--- src/rtl/ece453_gpio_debounce_irq.sv ---
// rtl/ece453_gpio_debounce_irq.sv - multi-channel GPIO debouncer with edge interrupts and Avalon-MM registers
//
// Purpose: conditions NUM_CH raw asynchronous inputs (buttons, switches). Each
// channel is synchronised, optionally inverted, sampled on a shared prescaler
// tick and debounced. Edges on the debounced level raise maskable W1C interrupts.
//
// Ports:
//   clk              sole clock
//   reset            synchronous, active-high
//   gpio_in          raw asynchronous inputs, one bit per channel
//   slave_address    word address of the register window
//   slave_read       read strobe; slave_readdata is zero when low
//   slave_write      write strobe
//   slave_writedata  write data
//   slave_readdata   combinational read data
//   db_state         debounced levels
//   rise_pulse       one-cycle pulse on a debounced 0->1 transition
//   fall_pulse       one-cycle pulse on a debounced 1->0 transition
//   irq_out          OR of pending interrupts that are unmasked
//
// Register map (word address):
//   0 ID (RO)  1 STATE (RO)  2 RAW (RO)  3 RISE_EN  4 FALL_EN  5 IM  6 IRQ (W1C)  7 reads 0

module ece453_gpio_debounce_irq #(
    parameter int                NUM_CH        = 8,
    parameter int                SAMPLE_PERIOD = 500000,
    parameter int                NUM_SAMPLES   = 8,
    parameter logic [NUM_CH-1:0] INVERT_MASK   = '0
) (
    input  logic              clk,
    input  logic              reset,
    input  logic [NUM_CH-1:0] gpio_in,
    input  logic [2:0]        slave_address,
    input  logic              slave_read,
    input  logic              slave_write,
    input  logic [31:0]       slave_writedata,
    output logic [31:0]       slave_readdata,
    output logic [NUM_CH-1:0] db_state,
    output logic [NUM_CH-1:0] rise_pulse,
    output logic [NUM_CH-1:0] fall_pulse,
    output logic              irq_out
);

    localparam logic [31:0]      ID_VALUE = 32'hECE45320;
    localparam int               CNT_W    = 24;
    localparam logic [CNT_W-1:0] RELOAD   = CNT_W'(SAMPLE_PERIOD - 1);

    localparam logic [2:0] ADDR_ID      = 3'd0;
    localparam logic [2:0] ADDR_STATE   = 3'd1;
    localparam logic [2:0] ADDR_RAW     = 3'd2;
    localparam logic [2:0] ADDR_RISE_EN = 3'd3;
    localparam logic [2:0] ADDR_FALL_EN = 3'd4;
    localparam logic [2:0] ADDR_IM      = 3'd5;
    localparam logic [2:0] ADDR_IRQ     = 3'd6;

    // Registered state
    logic [NUM_CH-1:0]                  sync1_q, sync2_q;
    logic [CNT_W-1:0]                   cnt_q, cnt_d;
    logic [NUM_CH-1:0][NUM_SAMPLES-1:0] sh_q, sh_d;
    logic [NUM_CH-1:0]                  db_q, db_d;
    logic [NUM_CH-1:0]                  rise_q, rise_d;
    logic [NUM_CH-1:0]                  fall_q, fall_d;
    logic [NUM_CH-1:0]                  rise_en_q, rise_en_d;
    logic [NUM_CH-1:0]                  fall_en_q, fall_en_d;
    logic [NUM_CH-1:0]                  im_q, im_d;
    logic [NUM_CH-1:0]                  irq_q, irq_d;

    // Combinational helpers
    logic                               tick;
    logic [NUM_CH-1:0]                  raw_s;
    logic [NUM_CH-1:0]                  wdata_ch;
    logic [NUM_CH-1:0]                  clear;
    logic [31:0]                        rd_word;

    // Bits of the write bus above NUM_CH have no register behind them.
    logic unused_wdata;
    assign unused_wdata = ^slave_writedata;

    always_comb begin
        wdata_ch = slave_writedata[NUM_CH-1:0];
        raw_s    = sync2_q ^ INVERT_MASK;

        // Shared down-counter; reload in the tick cycle so there is no gap.
        tick  = (cnt_q == '0);
        cnt_d = tick ? RELOAD : cnt_q - CNT_W'(1);

        for (int i = 0; i < NUM_CH; i++) begin
            sh_d[i] = tick ? {sh_q[i][NUM_SAMPLES-2:0], raw_s[i]} : sh_q[i];
            // Level changes only once the whole sample window agrees.
            if (&sh_q[i]) begin
                db_d[i] = 1'b1;
            end else if (sh_q[i] == '0) begin
                db_d[i] = 1'b0;
            end else begin
                db_d[i] = db_q[i];
            end
        end

        rise_d = db_d & ~db_q;
        fall_d = ~db_d & db_q;

        rise_en_d = rise_en_q;
        fall_en_d = fall_en_q;
        im_d      = im_q;
        clear     = '0;
        if (slave_write) begin
            case (slave_address)
                ADDR_RISE_EN: rise_en_d = wdata_ch;
                ADDR_FALL_EN: fall_en_d = wdata_ch;
                ADDR_IM:      im_d      = wdata_ch;
                ADDR_IRQ:     clear     = wdata_ch;
                default:      ;
            endcase
        end

        // New events are ORed after the clear so a set wins a same-cycle clear.
        // The enables in effect are the ones before any same-cycle write.
        irq_d = (irq_q & ~clear) | (rise_d & rise_en_q) | (fall_d & fall_en_q);
    end

    always_ff @(posedge clk) begin
        if (reset) begin
            sync1_q   <= '0;
            sync2_q   <= '0;
            cnt_q     <= RELOAD;
            sh_q      <= '0;
            db_q      <= '0;
            rise_q    <= '0;
            fall_q    <= '0;
            rise_en_q <= '0;
            fall_en_q <= '0;
            im_q      <= '0;
            irq_q     <= '0;
        end else begin
            sync1_q   <= gpio_in;
            sync2_q   <= sync1_q;
            cnt_q     <= cnt_d;
            sh_q      <= sh_d;
            db_q      <= db_d;
            rise_q    <= rise_d;
            fall_q    <= fall_d;
            rise_en_q <= rise_en_d;
            fall_en_q <= fall_en_d;
            im_q      <= im_d;
            irq_q     <= irq_d;
        end
    end

    // Zero-wait read path; register bits at NUM_CH and above stay 0.
    always_comb begin
        rd_word = '0;
        case (slave_address)
            ADDR_ID:      rd_word                = ID_VALUE;
            ADDR_STATE:   rd_word[NUM_CH-1:0]    = db_q;
            ADDR_RAW:     rd_word[NUM_CH-1:0]    = raw_s;
            ADDR_RISE_EN: rd_word[NUM_CH-1:0]    = rise_en_q;
            ADDR_FALL_EN: rd_word[NUM_CH-1:0]    = fall_en_q;
            ADDR_IM:      rd_word[NUM_CH-1:0]    = im_q;
            ADDR_IRQ:     rd_word[NUM_CH-1:0]    = irq_q;
            default:      ;
        endcase
        slave_readdata = slave_read ? rd_word : 32'h0;
    end

    assign db_state   = db_q;
    assign rise_pulse = rise_q;
    assign fall_pulse = fall_q;
    assign irq_out    = |(irq_q & im_q);

endmodule
--- config.mk ---
export PLATFORM = sky130hd
export DESIGN_NAME = ece453_gpio_debounce_irq
export DESIGN_NICKNAME = d
export VERILOG_FILES = /design/src/rtl/ece453_gpio_debounce_irq.sv
export SDC_FILE = /design/constraint.sdc
export NUM_CORES = 1
export LEC_CHECK = 0
export ABC_CLOCK_PERIOD_IN_PS = 1900
export CELL_PAD_IN_SITES_DETAIL_PLACEMENT = 1
export CELL_PAD_IN_SITES_GLOBAL_PLACEMENT = 2
export CORE_ASPECT_RATIO = 0.75
export CORE_MARGIN = 2
export CORE_UTILIZATION = 35
export CTS_BUF_LIST = sky130_fd_sc_hd__clkbuf_8
export DETAILED_ROUTE_END_ITERATION = 10
export DONT_BUFFER_PORTS = 1
export PLACE_DENSITY = 0.84
export SLEW_MARGIN = 20
export SYNTH_ARGS = -nofsm -noshare
export SYNTH_HDL_FRONTEND = slang
export SYNTH_SLANG_ARGS = --single-unit
--- constraint.sdc ---
create_clock -name clk -period 1.9 [get_ports clk]
set_input_delay 0 -clock clk [delete_from_list [all_inputs] [get_ports clk]]
set_output_delay 0 -clock clk [all_outputs]
set_load 0.1 [all_outputs]
==> key figures, run 1 <==
Pwr
  – Largest vdd supply drop: 570 µV
  – P_leak: between 0.003 and 0.004 µW
  – PwrDens: ~760 nW/µm²

Placed design
  – Placement Cell Area: 7710 µm²
  – Dpl cells: 1037
  – DP HPWL: 12.9 mm
  – Pre-CTS setup slack: -0.0754 ns
  – GPL Wtd Cong: a little over 0.8
  – # port buffers: 0

Status
  – Status: finished, final reports clean

Global route
  – First-pass GRT wire length: 33.2 mm
  – Initial antenna violation count: 0
  – Largest net degree at the start of global routing: approximately 110
  – Vias in the first global route: 6399
  – Grt ovf: 0
  – Global-route usage over all layers: 0.207

CTS
  – Clk_lat worst skew: about 0.47 ns
  – Clock tree sinks: 160
  – Clock root buffer: clkbuf_8
  – CTS Buffer Depth: 2
  – CTS tree: done
  – H-Tree Depth: 4
  – CTS Buf Count: 17
  – Clock slew at reported path FFs: approximately 0.10 ns

Layout
  – Cell Count, Final, Fillers Out: 1126
  – Final instance area: just under 9000 µm²
  – Area grow syn2layout: 32.6%
  – Antenna Cells: 0
  – Nets: 915
  – Layout cells sized above 1: 0.193
  – Fillers: approximately 2100

Setup path
  – CP max FO: 27
  – FF-to-FF Start: cnt_q[18]$_SDFF_PP1_
  – Cell mode on critical path: dlygate4sd3_1
  – Crit path capture type: flop
  – Critical path buffers and inverters: 4
  – Max stage delay on crit path: approximately 0.60 ns
  – CP Launch Point: slave_address[1]
  – Family with the most delay on the worst path: buffers and inverters
  – Critical path's slowest cell: dlygate4sd3_1
  – Worst Setup Start Kind: primary input
  – Worst-path cell chain: dlygate4sd3_1, nor3_1, dlygate4sd3_1, buf_6, nand2_1, a21oi_1, dlygate4sd3_1
  – WP data required: roughly 2.3 ns
  – Worst Path Arrival: around 2.3 ns
  – Setup CP Type: primary input to flop

Floorplan
  – # rows: 43
  – Die Height: 124 µm
  – Ports: between 100 and 150
  – Die Width: between 150 and 200 µm
  – Core ar.: approximately 19000 µm²
  – Initial Util: 0.361
  – Die area: just over 20000 µm²

Route
  – Post-Route WL: around 21 mm
  – WL per Instance: about 19 µm
  – Via-to-Cell Ratio: between 5 and 6
  – Antenna-violating nets left: 0
  – First DRT Iteration DRCs: about 470
  – DR vias: approximately 6400
  – DRC Markers: 0
  – TritonRoute pass-1 iters: 5

Timing
  – Worst hold slack: 0.130 ns
  – Slew Viols, Final: 0
  – Setup tns final: 0 ns
  – Worst setup margin: roughly 0.033 ns
  – Setup violators final: 0
  – Clock Skew: 0.0172 ns
  – Fin. Hold Viols: 0
  – Final Cycle Share: 0.983
  – Worst Tran Pin Value: 0.862 ns
  – Crit path time final: about 1.9 ns
  – Fmax: roughly 0.54 GHz
  – Worst rel slew slack: 0.424

Synthesis
  – Predominant post-synthesis flop cell: dfxtp_1
  – #FFs+latches synth: 160
  – Synthesized cell area: 6710 µm²
  – Synthesis Warnings: 0
  – Yosys top cell area share: 0.477
  – Synth area leader: dfxtp_1
  – Post-synth EDFFs: 0
  – Ranking of synthesized cells by area: dfxtp_1, a21oi_1, nand3_1, o21ai_0, nand2_1
  – Synth cell types: 46
  – Sequential share of the synthesized area: 0.477
  – Mapped Cells: around 790
  – Ys async rst share: 0
  – Post-Syn Area per Cell: around 8.5 µm²

Min path
  – Worst hold path type: primary input to flop
  – Worst Hold Launch: slave_address[0]

Run
  – Max-Cap Viols: 0
[worst register-to-register path, stage by stage, from the launching register on]
cell,delay (ns)
dfxtp_2,0.35
or3_4,0.40
or4_4,0.43
or4_1,0.47
a21oi_1,0.14
[where the power goes]
part	leakage (µW)	total (µW)	internal, µW	switching [µW]
Clock	0.000218	2800	1350	1450
Combinational	0.00165	542	181	361
Sequential	0.00130	3410	3380	24.9
Total	0.00317	6750	4910	1840
[flip-flops by register name, indices dropped and copies added (netlist names)]
signal	count
raw_s	8
rise_en_q	8
db_state	8
rise_pulse	8
irq_q	8
im_q	8
cnt_q	24
fall_en_q	8
sync1_q	8
sh_q	64
fall_pulse	8
[layer usage]
layer,global-route usage,routed length [µm]
met4,0.0581,336
met1,0.269,9700
met3,0.0493,902
met5,0,0
met2,0.344,10500
[synth_stat cells, types with 2 or more instances]
master,count
ha_1,2
a221o_1,8
nor4b_1,2
nand2_1,77
or3_1,4
and3_1,3
or2_2,11
mux2i_1,8
clkbuf_1,39
buf_1,15
xor2_1,5
nor3_1,15
a22oi_1,4
nand2b_1,8
nor3b_1,7
o31ai_1,10
a21oi_1,120
nand4_1,20
a211oi_1,8
dfxtp_1,160
buf_4,23
nor4_1,19
buf_2,3
nor2b_1,21
nand3_1,73
xnor2_1,5
o211ai_1,2
mux2_2,7
nor2_1,20
inv_1,3
o21ai_0,64
a221oi_1,7
or4_1,7
[final cells by class]
cell class | count | area (µm²) | share of cell area
timing repair buffer | 125 | 1540 | 0.173
clock inverter | 15 | 198 | 0.0222
tap | 247 | 309 | 0.0347
inverter | 3 | 11.3 | 0.00127
multi-input combinational | 559 | 3390 | 0.381
sequential | 160 | 3220 | 0.362
clock buffer | 17 | 234 | 0.0263
[per-stage QoR]
stage	util	total power, µW
3_3_place_gp	0.414	3910
5_1_grt	0.478	6960
4_1_cts	0.467	6780
3_5_place_dp	0.414	3910
2_1_floorplan	-	3890
6_report	0.478	6750
[worst paths after layout]
check / endpoint / slack, ns / cells past startpoint
max: fall_en_q[3]$_SDFFE_PP0P_ / 0.03 / 7
min reg2reg: raw_s[3]$_SDFF_PP0_ / 0.47 / 1
max reg2reg: cnt_q[22]$_SDFF_PP0_ / 0.05 / 4
min: rise_en_q[4]$_SDFFE_PP0P_ / 0.13 / 3
[timing repair]
item,4_1_cts,5_1_grt
cloned,0,2
endpoints found under the hold margin,160,0
pin swaps,0,5
hold buffers,51,0
buffers inserted,0,4
gates resized for setup,4,28
setup endpoints to repair,18,90
[layout by cell type, fill, tap and decap left out, types with 4 or more instances in the layout]
cell	n
buf_4	42
a22oi_1	4
nand2_1	76
nor3_2	4
mux2i_1	8
a211oi_4	7
dfxtp_2	11
dfxtp_1	149
nor4_1	16
or4_1	7
or2_2	11
a221oi_2	4
conb_1	11
xnor2_1	5
buf_12	15
dlygate4sd3_1	50
nor2b_1	21
nor3_1	11
xor2_1	5
nand2b_1	8
nor2_1	20
buf_6	4
nand3_1	73
buf_16	12
a221o_1	8
o21ai_0	64
inv_6	5
o31ai_1	10
clkbuf_8	17
nor3b_1	7
mux2_2	7
a21oi_1	118
nand4_1	20
[cells by family after synthesis]
| group | after synthesis | share of synthesized area |
|---|---|---|
| simple gates | 295 | 0.232 |
| compound gates | 226 | 0.189 |
| flops | 160 | 0.477 |
| buf+inv | 84 | 0.0615 |
| mux | 15 | 0.0237 |
| xor+xnor | 10 | 0.0130 |
| fa+ha+maj | 2 | 0.00373 |
| other cells | 1 | 0.000559 |
(Power assumes the default switching activity.)
==> run 2, diff against run 1 <==
==> constraint.sdc (replaced) <==
create_clock -name clk -period 1.9 [get_ports clk]
set_input_delay 0.095 -clock clk [delete_from_list [all_inputs] [get_ports clk]]
set_output_delay 0.095 -clock clk [all_outputs]
set_load 0.1 [all_outputs]
==> run 2 against run 1 <==
Against the previous run:
- die area unchanged
- design area down 0.35%
- worst hold slack worse by 0.088 ns
- critical path depth fell by 3
- sequential share of layout area increased by 0.24 points
- routed wire length increased by 1.6%
- setup slack gained 0.031 ns
- critical endpoint is now cnt_q[22]$_SDFF_PP0_
- highest routed layer unchanged
==> key figures, run 2 (same netlist as run 1, synthesis figures left out) <==
Layout
  – Layout cells sized above 1: 0.195
  – Most frequent cells in the layout: dfxtp_1, a21oi_1, nand2_1
  – Area grow syn2layout: 32.1%
  – Antenna Cells: 0
  – Largest Register: sh_q
  – Number of flip-flops in the largest register: 64
  – Final instance area: around 9000 µm²
  – Fillers: around 2100
  – Commonest non-fill, non-tap cell in the layout: dfxtp_1
  – Final Util: 0.476
  – Biggest regs: sh_q (64), cnt_q (24)
  – Nets: 917
  – Cell Count, Final, Fillers Out: between 1000 and 1500

CTS
  – H-Tree Depth: 4
  – CTS Buf Count: 17
  – Clock tree sinks: 160
  – Clock root buffer: clkbuf_8
  – CTS tree: done
  – Clk_lat worst skew: 0.48 ns
  – Clock slew at reported path FFs: about 0.10 ns
  – CTS Buffer Depth: 2

Pwr
  – Psw: around 1900 µW
  – P_leak: roughly 0.0032 µW
  – Sequential Power Share: 0.518
  – Largest vdd supply drop: 319 µV
  – Final Total Pwr: between 6000 and 7000 µW
  – Internal: between 4000 and 5000 µW
  – PwrDens: about 740 nW/µm²
  – Clock Power Share: 0.400
  – Net Sw Frac: 0.290
  – Logic pwr share: 0.082

Setup path
  – Critical path's slowest cell: or4_4
  – Worst-path cell chain: or3_4, or4_4, or4_4, a21oi_2
  – Worst Setup Start Kind: flop
  – Critical path buffers and inverters: 0
  – Worst Path Arrival: roughly 2.3 ns
  – CP max FO: 4
  – WP data required: approximately 2.3 ns
  – Crit path capture type: flop
  – Setup CP Type: flop to flop
  – Family with the most delay on the worst path: simple AND/OR/NAND/NOR gates
  – Cell mode on critical path: or4_4
  – Max stage delay on crit path: around 0.5 ns

Placed design
  – DP HPWL: approximately 13 mm
  – Placement Cell Area: between 7000 and 8000 µm²
  – # port buffers: 0
  – Dpl cells: between 1000 and 1500
  – GPL Wtd Cong: 0.807

Route
  – TritonRoute pass-1 iters: 5
  – DRC Markers: 0
  – Antenna-violating nets left: 0
  – WL per Instance: roughly 19 µm
  – DR vias: between 6000 and 7000
  – Post-Route WL: approximately 22 mm
  – Via-to-Cell Ratio: ~5.7
  – First DRT Iteration DRCs: 516

Global route
  – Initial antenna violation count: 0
  – Grt ovf: 0
  – Vias in the first global route: around 6400
  – Largest net degree at the start of global routing: 100
  – First-pass GRT wire length: 33.8 mm
  – Global-route usage over all layers: 0.213

Timing
  – Setup tns final: 0 ns
  – Crit path time final: roughly 1.8 ns
  – Fmax: between 0.5 and 0.6 GHz
  – Final Cycle Share: 0.967
  – Clock Skew: 0.0153 ns
  – Fin. Hold Viols: 0
  – Worst Tran Pin Value: between 0.6 and 0.7 ns
  – Worst rel slew slack: 0.587
  – Slew Viols, Final: 0
  – Setup violators final: 0

Run
  – Max-Cap Viols: 0

Floorplan
  – Initial Util: 0.361
  – Die Height: roughly 120 µm
  – # rows: 43
  – Die Width: approximately 160 µm
  – Die area: just over 20000 µm²
  – Core ar.: ~19000 µm²
  – Ports: about 100

Status
  – Status: finished, final reports clean

Min path
  – Worst hold path type: primary input to flop
-- run 2: changes by cell type in the layout (fill, tap and decap cells not counted), moves of 3 or more --
cell / before / now
a221oi_1: 3 / 0
a221oi_2: 4 / 7
buf_12: 15 / 11
buf_4: 42 / 49
dfxtp_2: 11 / 4
dfxtp_4: 0 / 5
nor3_1: 11 / 14
nor3_2: 4 / 1
-- run 2: final timing paths --
check	startpoint	to	slack, ns	depth (start not counted)
max reg2reg	cnt_q[17]$_SDFF_PP1_	cnt_q[22]$_SDFF_PP0_	0.06	4
max	cnt_q[17]$_SDFF_PP1_	cnt_q[22]$_SDFF_PP0_	0.06	4
min reg2reg	sync1_q[7]$_SDFF_PP0_	raw_s[7]$_SDFF_PP0_	0.47	1
min	reset	irq_q[6]$_SDFF_PP0_	0.04	3
-- run 2: final cells by class --
class	count	area, µm²	area share
tap	247	309	0.0349
clock inverter	15	174	0.0196
multi-input combinational	559	3390	0.382
clock buffer	17	234	0.0264
inverter	3	11.3	0.00127
sequential	160	3230	0.364
timing repair buffer	127	1520	0.172
-- run 2: worst register-to-register path, cell delays in order, from the launching register on --
cell     delay (ns)
dfxtp_1        0.32
or3_4          0.41
or4_4          0.43
or4_4          0.49
a21oi_2        0.13
-- run 2: metrics by stage --
stage / hold WS [ns] / setup WS (ns)
final: 0.0419 / 0.0634
after global routing: 0.0229 / -0.0101
after CTS: 0.0211 / 0.00980
after detailed placement: 0.170 / -0.252
after global placement: 0.171 / -0.0122
after floorplan: 0.223 / -0.552
-- run 2: power groups by stage --
| stage | sequential, µW | clock, µW | combinational [µW] |
|---|---|---|---|
| finish | 3400 | 2630 | 540 |
| global route | 3400 | 2810 | 562 |
| CTS | 3400 | 2660 | 525 |
| detailed placement | 3470 | 0 | 424 |
| global placement | 3470 | 0 | 417 |
| floorplan | 3470 | 0 | 416 |
-- run 2: repair_timing --
action / in CTS / in global routing
setup endpoints to repair: 25 / 55
endpoints found under the hold margin: 160 / 0
buffers inserted: 0 / 4
pin swaps: 1 / 6
hold buffers: 50 / 0
resized for setup: 16 / 22
cloned: 0 / 2
-- run 2: per-layer routing --
layer	up-vias	routed length, µm	track usage
met1	3195	9810	0.273
met4	0	366	0.0696
met3	36	923	0.0413
met5	-	0	0
li1	2979	-	-
met2	165	10700	0.363
==> run 3, diff against run 2 <==
--- a/config.mk
+++ b/config.mk
@@ -10,11 +10,11 @@
 export CELL_PAD_IN_SITES_GLOBAL_PLACEMENT = 2
 export CORE_ASPECT_RATIO = 0.75
 export CORE_MARGIN = 2
-export CORE_UTILIZATION = 35
-export CTS_BUF_LIST = sky130_fd_sc_hd__clkbuf_8
+export CORE_UTILIZATION = 34
+export CTS_BUF_LIST = sky130_fd_sc_hd__clkbuf_16
 export DETAILED_ROUTE_END_ITERATION = 10
 export DONT_BUFFER_PORTS = 1
-export PLACE_DENSITY = 0.84
+export PLACE_DENSITY = 0.82
 export SLEW_MARGIN = 20
 export SYNTH_ARGS = -nofsm -noshare
 export SYNTH_HDL_FRONTEND = slang
==> run 3 against run 2 <==
Against the previous run:
- maximum frequency down 0.51%
- setup slack worse by 0.0095 ns
- design area up 0.72%
- first-iteration DRC count down 32%
- routed wire length down 0.89%
- register-to-register slack about the same
- sequential share of layout area down 0.32 points
- via count down 1.8%
- cell count about the same
- total power up 13%
==> key figures, run 3 (same netlist as run 1, synthesis figures left out) <==
Status
  – Status: finished, final reports clean

Global route
  – Vias in the first global route: about 6600
  – Global-route usage over all layers: 0.210
  – Grt ovf: 0
  – First-pass GRT wire length: 35.4 mm
  – Largest net degree at the start of global routing: 95
  – Initial antenna violation count: 0

Timing
  – Setup violators final: 0
  – Worst rel slew slack: 0.579
  – Worst Tran Pin Value: approximately 0.63 ns
  – Slew Viols, Final: 0
  – Final Cycle Share: 0.972
  – Clock Skew: about 0.014 ns
  – Fin. Hold Viols: 0
  – Crit path time final: roughly 1.8 ns
  – Worst setup margin: approximately 0.054 ns
  – Fmax: around 0.54 GHz

Layout
  – Fillers: between 2000 and 2500
  – Biggest regs: sh_q (64), cnt_q (24)
  – Final instance area: a little under 9000 µm²
  – Number of flip-flops in the largest register: 64
  – Layout cells sized above 1: 0.189
  – Nets: just over 900
  – Commonest non-fill, non-tap cell in the layout: dfxtp_1
  – Area grow syn2layout: 33.0%
  – Largest Register: sh_q
  – Antenna Cells: 0
  – Most frequent cells in the layout: dfxtp_1, a21oi_1, nand2_1

CTS
  – Clock tree sinks: 160
  – H-Tree Depth: 4
  – CTS tree: done
  – CTS Buf Count: 17
  – Clock slew at reported path FFs: 0.08 ns
  – CTS Buffer Depth: 2
  – Clk_lat worst skew: between 0.4 and 0.5 ns
  – Clock root buffer: clkbuf_16

Pwr
  – Final Total Pwr: between 7000 and 8000 µW
  – P_leak: 0.00320 µW
  – Largest vdd supply drop: 601 µV
  – PwrDens: roughly 830 nW/µm²

Floorplan
  – Die Width: 166 µm
  – # rows: 44
  – Core ar.: between 15000 and 20000 µm²
  – Initial Util: 0.346
  – Ports: between 100 and 150
  – Die Height: 126 µm
  – Die area: 20900 µm²

Setup path
  – Crit path capture type: flop
  – Setup CP Type: flop to flop
  – Max stage delay on crit path: about 0.47 ns
  – CP Launch Point: cnt_q[18]$_SDFF_PP1_
  – Critical path buffers and inverters: 0
  – CP max FO: 4
  – Worst Path Arrival: around 2.2 ns
  – Family with the most delay on the worst path: simple AND/OR/NAND/NOR gates
  – Critical path's slowest cell: or4_1
  – WP data required: between 2 and 2.5 ns
  – FF-to-FF Start: cnt_q[18]$_SDFF_PP1_
  – Worst-path cell chain: or3_4, or4_4, or4_1, a21oi_1
  – Worst Setup Start Kind: flop

Route
  – Antenna-violating nets left: 0
  – WL per Instance: approximately 19 µm
  – DRC Markers: 0
  – Post-Route WL: roughly 22 mm
  – Via-to-Cell Ratio: between 5 and 6
  – DR vias: between 6000 and 7000
  – TritonRoute pass-1 iters: 5
  – First DRT Iteration DRCs: approximately 350

Min path
  – Worst hold path type: primary input to flop
  – Worst Hold Launch: reset

Placed design
  – DP HPWL: ~13 mm
  – # port buffers: 0
  – GPL Wtd Cong: slightly above 0.8
  – Placement Cell Area: 7720 µm²
  – Pre-CTS setup slack: -0.188 ns

Run
  – Max-Cap Viols: 0
run 3: metal layers:
layer / part of all wire / GRT usage
met2: 0.49 / 0.361
met5: 0 / 0
met1: 0.46 / 0.271
met4: 0.0095 / 0.0482
met3: 0.042 / 0.0459
run 3: worst paths after layout:
check | endpoint | slack (ns) | cells past startpoint
max | cnt_q[22]$_SDFF_PP0_ | 0.05 | 4
min | irq_q[2]$_SDFF_PP0_ | 0.006 | 2
max reg2reg | cnt_q[22]$_SDFF_PP0_ | 0.05 | 4
min reg2reg | raw_s[4]$_SDFF_PP0_ | 0.45 | 1
run 3: final cells by class:
class,instances,area [µm²],area share
flip-flops and latches,160,3220,0.361
repair buffers,120,1420,0.158
clock inverters,15,166,0.0186
well taps,253,317,0.0354
inverters,3,11.3,0.00126
multi-input cells,559,3370,0.378
clock buffers,17,425,0.0476
run 3: worst register-to-register path, stage by stage (launching register included):
cell	delay, ns
dfxtp_2	0.34
or3_4	0.40
or4_4	0.42
or4_1	0.47
a21oi_1	0.15
run 3: per-stage QoR:
stage	setup TNS [ns]	hold WS, ns	instances	utilization
CTS	0	0.00905	1126	0.454
global route	-0.0164	0.00236	1127	0.461
floorplan	-7.92	0.223	803	-
detailed placement	-1.29	0.168	1049	0.398
finish	0	0.00604	1127	0.461
global placement	-0.0260	0.167	1049	0.398
run 3: timing repair:
item,4_1_cts,5_1_grt
buffers inserted,0,1
gates resized for setup,4,24
setup endpoints to repair,13,76
endpoints found under the hold margin,147,0
pin swaps,0,2
hold buffers,45,0
run 3: report_power, final:
part | internal, µW | total [µW] | leakage [µW] | switching, µW
registers | 3380 | 3400 | 0.00130 | 23.2
clock network | 1870 | 3500 | 0.000287 | 1630
logic | 169 | 523 | 0.00162 | 354
